<file path="config.mk">
export PLATFORM = sky130hd
export DESIGN_NAME = sha256_result_fifo
export DESIGN_NICKNAME = d
export VERILOG_FILES = /design/src/rtl/sha256_result_checker.sv
export SDC_FILE = /design/constraint.sdc
export NUM_CORES = 1
export LEC_CHECK = 0
export ABC_AREA = 1
export BUFFER_PORTS_ARGS = -buffer_cell sky130_fd_sc_hd__buf_2
export CAP_MARGIN = 20
export CORE_MARGIN = 2
export CORE_UTILIZATION = 29
export CTS_BUF_LIST = sky130_fd_sc_hd__clkbuf_2
export CTS_CLUSTER_DIAMETER = 150
export DETAILED_ROUTE_END_ITERATION = 6
export GPL_TIMING_DRIVEN = 0
export REMOVE_ABC_BUFFERS = 1
export SYNTH_ARGS = -nofsm -noshare
export SYNTH_HDL_FRONTEND = slang
export SYNTH_SLANG_ARGS = --single-unit
</file>
<file path="constraint.sdc">
create_clock -name CLK -period 3.21 [get_ports CLK]
set_input_delay 0.642 -clock CLK [delete_from_list [all_inputs] [get_ports CLK]]
set_output_delay 0.642 -clock CLK [all_outputs]
set_load 0.1 [all_outputs]
</file>
<file path="src/rtl/sha256_result_checker.sv">
// Tags double-SHA256 digests with nonces, compares byte-reversed digest against target, buffers hits in a FIFO.
// Latency: digest_valid -> found_valid two cycles; found_valid/found_ready handshake, hits dropped (overflow) when full.
// Optional: CHECKER_STOP_ON_FIND_EN stops the sweep at the first hit written.

module sha256_result_fifo #(
    parameter int WIDTH = 8,
    parameter int DEPTH = 4
) (
    input  logic             CLK,
    input  logic             RST,
    input  logic             push,
    input  logic [WIDTH-1:0] push_dat,
    input  logic             pop,
    output logic [WIDTH-1:0] head_dat,
    output logic             empty,
    output logic             full
);
    localparam int AW = $clog2(DEPTH);

    logic [WIDTH-1:0] mem [DEPTH];
    logic [AW-1:0]    wr_ptr, rd_ptr;
    logic [AW:0]      count;
    logic             wr_en, rd_en;

    assign empty    = (count == '0);
    assign full     = (count == (AW+1)'(DEPTH));
    assign rd_en    = pop && !empty;
    // A full FIFO still accepts a write when the head leaves on the same edge.
    assign wr_en    = push && (!full || rd_en);
    assign head_dat = mem[rd_ptr];

    always_ff @(posedge CLK) begin
        if (wr_en)
            mem[wr_ptr] <= push_dat;
    end

    always_ff @(posedge CLK) begin
        if (RST) begin
            wr_ptr <= '0;
            rd_ptr <= '0;
            count  <= '0;
        end else begin
            if (wr_en)
                wr_ptr <= wr_ptr + 1'b1;
            if (rd_en)
                rd_ptr <= rd_ptr + 1'b1;
            if (wr_en && !rd_en)
                count <= count + 1'b1;
            else if (rd_en && !wr_en)
                count <= count - 1'b1;
        end
    end
endmodule


</file>
Word-level counts from Yosys, hierarchy flattened:

Memory sizes are Yosys's and may differ from the RTL's. A register that Yosys moved wholly into a read port is not among the register bits.
Index checks and enable logic that the tools add are counted.

* input port bits: 12
* logic and storage cells: 26
* memories: 1
* memory bits (writable): 32
* bits in registers: 7

Memories
* mem: depth 4, bits a word 8, read ports 1, clocked after Yosys merged registers in 1, write ports 1, RTL line 20 `logic [WIDTH-1:0] mem [DEPTH];`

* add/subtract/negate cells: 4
* mux-type cells: 6
* reductions and logical operators: 11
* eq/ne operators: 1

Operators with widths (number)
* $mux 3: 2
* $add 2x1->2 const B: 2
* $logic_and 1x1->1: 4
* $logic_not 1->1: 4
* $mux 2: 2
* $add 3x1->3 const B: 1
* $eq 3x3->1 const B: 1
* $logic_not 3->1: 1
* $sub 3x1->3 const B: 1
* $mux 1: 2
* $reduce_bool 2->1: 1
* $logic_or 1x1->1: 1

Depth between registers and ports, before layout:

* word-level depth: 9
* mapped depth: 13
* mapped depth without buffers: 13

Least setup slack after synthesis:

OpenSTA, ideal clock, no wires.

* path type: reg2out
* start: reg count[2]
* end: out full
* buffers on the path: 0
* slack: 0.136 ns
* data arrival time: 2.432 ns
* data required time: 2.568 ns
* stages on the path, launching flop included: 3
* cell sequence: dfxtp_1 -> inv_1 -> nor3_1

* word-level cells in the longest chain between the ends: 1

RTL lines
* from (decl): RTL line 22 `logic [AW:0] count;`
* from (signal assigned): RTL line 48 `count <= count + 1'b1;`
* from (signal assigned): RTL line 50 `count <= count - 1'b1;`
* $eq 3x3->1: RTL line 26 `assign full = (count == (AW+1)'(DEPTH));`
* to (decl): RTL line 16 `output logic full`

No other way between the ends.

==> metrics.cfg <==
[cells_and_area]
final_util_pct = 34.8
nNetsFinal = 192
fillCellCount = 580
area_delta_synth_final_pct = 13.9
n_antenna_cell = 0
drive_above_1_share_pct = 20.6

[timing]
max_clock_freq_mhz = 372
maxSlewViolCount = 0
timing.final.crit_share_pct = 83.6
rsz0062_at_grt = no
slew_headroom_pct = 45.0
period_minus_slack_ns = 2.68
final-setup-viol-count = 0
hold_viol_final = 0
fin_skew_ns = 0.0323
setup-tns-final_ns = 0
worst_pin_slew_ns = 0.822

[synthesis]
syn_avg_cell_area_um2 = 11.5
synth_top_area_share_pct = 56.4
synth_warnings = 0
synth_edf_count = 32
yosys_register_bits = 41
ys_seq_area_share_pct = 67.0
synth_common_cells = edfxtp_1 (32), nor2_1 (27), inv_1 (18)
yosys.area.top_type = edfxtp_1
synth_area_um2 = 1700
synth.most_common_cell = edfxtp_1
synthArstFlopShare_pct = 0
synth_area_leaders = edfxtp_1 (56%), dfxtp_1 (11%), nor2_1 (6.0%), inv_1 (4.0%), o21ai_0 (3.8%)
synth_cells = 148
synthFlopType = edfxtp_1
synth_cell_types = 20

[clock_network]
htreeDepth = 2
cts_resized = 0
hold_buffers = 0
numCtsBuffers = 5
insertion_delay_ns = 0.39
cts_root_buf = clkbuf_2
cts_sinks = 41
clk_pin_slew_ns = 0.22
cts_tree = yes
cts_setup_buffers = 0
cts_max_path_buffers = 2

[power_and_ir_drop]
switchingPower_mw = 0.862
cellPowerDensity_nw_per_um2 = 917
vdd_drop_max_mv = 0.547
switching_share_pct = 48.5
p_clk_share_pct = 16.3
leakagePower_nw = 0.754
p_int_mw = 0.917
pwr-share-seq_pct = 39.4
power_frac_comb_pct = 44.3

[worst_setup_path]
crit_type = reg -> out
timing.rr.start = count[1]
crit_path_cell_trace = inv_2 > o21ai_0 > o22ai_1 > buf_2
cp_top_family = flip-flops
reg2reg_depth = 9
slowest_delay_ns = 0.76
cp_max_fo = 17
worstPathRequired_ns = 2.57
critPathLaunchType = register
end_kind = output port
timing.rr.end = count[1]
cpMaxStageDelayCell = dfxtp_1
reg2reg_slack_ns = 1.23
arrival_ns = 2.04
crit_buf_inv = 2

[floorplanning]
die_w_um = 80.6
rows = 27
core_area_um2 = 5570
die_y_um = 80.6
ios = 22
initial_core_util_pct = 30.5
dieArea_um2 = 6500

[global_route]
grt_first_pass_wirelength_mm = 4.67
grt_pass1_vias = 993
global_route.overflow_total = 0
antenna_found_initial = 0
grt_max_degree = 18
grt_usage_pct = 9.90

[placed_design]
place_congestion = 0.727
hpwl_mm = 1.93
portBuffers = 21

[worst_hold_path]
hp-start = RST
hold_depth = 2
min_path_type = in -> reg
holdPathEnd = rd_ptr[0]

[route]
vias_per_cell = 4.39
drc_errors = 0
drtIter0Drc = 80
route.vias.total = 1084
wl_per_cell_um = 11.7
routed_wl_mm = 2.88
drt_pass1_iterations = 4
route.antenna.remaining_nets = 0

[outcome]
status = finished clean

[job]
drv_cap = 0

==> stage by stage <==
step / std cells / cell area (µm²) / hold slack, ns / power (mW) / setup slack [ns]
after floorplan: 146 / 1680 / 0.459 / 1.37 / 0.136
after global placement: 239 / 1880 / 0.492 / 1.50 / 0.920
after detailed placement: 239 / 1880 / 0.499 / 1.51 / 0.915
after CTS: 247 / 1940 / 0.406 / 1.80 / 0.425
after global routing: 247 / 1940 / 0.393 / 1.88 / 0.297
final: 247 / 1940 / 0.429 / 1.78 / 0.525
==> cell families after synthesis <==
group | synth area share, %
simple gates | 12.0
flops | 67.0
compound gates | 10.1
buf+inv | 5.51
fa+ha+maj | 4.85
xor+xnor | 0.514
==> power groups by stage <==
stage | clock, mW | combinational, mW | sequential (mW)
final | 0.290 | 0.789 | 0.700
after global routing | 0.326 | 0.844 | 0.713
after global placement | 0 | 0.789 | 0.715
after detailed placement | 0 | 0.797 | 0.715
after CTS | 0.299 | 0.799 | 0.703
after floorplan | 0 | 0.674 | 0.696
==> per-layer routing <==
metal  part of all wire [%]  global-route usage, %
met1                     45                   13.1
met4                    1.9                   4.58
met2                     48                   15.1
met3                    5.2                   2.58
met5                      0                      0
==> area by class of cell <==
| class | count | area, µm² | area share, % |
|---|---|---|---|
| Sequential cell | 41 | 1140 | 58.8 |
| Multi-Input combinational cell | 86 | 468 | 24.1 |
| Timing Repair Buffer | 21 | 105 | 5.42 |
| Tap cell | 72 | 90.1 | 4.65 |
| Inverter | 19 | 71.3 | 3.68 |
| Clock inverter | 2 | 33.8 | 1.74 |
| Clock buffer | 6 | 30.0 | 1.55 |
==> registers in the layout, summed over array words and instances (netlist names), named ones only <==
name    flops
mem        32
count       3
rd_ptr      2
wr_ptr      2
==> layout by cell type, fill, tap and decap left out, types with 2 or more instances in the layout <==
cell type  instances
nand3_1            5
ha_1               5
o22ai_1            8
buf_2             21
inv_1             18
clkbuf_2           6
a21oi_1            5
o21ai_0           13
nand2_1           12
nor2_1            27
edfxtp_1          32
o21ai_2            3
nand2_2            2
dfxtp_1            9
==> worst max path at each step <==
stage              from          end  slack [ns]  cells past startpoint
6_report       register  head_dat[2]        0.53                      4
3_5_place_dp   register  head_dat[2]        0.91                      4
5_1_grt        register  head_dat[3]        0.30                      4
2_1_floorplan  count[2]         full        0.14                      2
4_1_cts        register  head_dat[2]        0.42                      4
3_3_place_gp   register  head_dat[2]        0.92                      4
(Power assumes the default switching activity.)
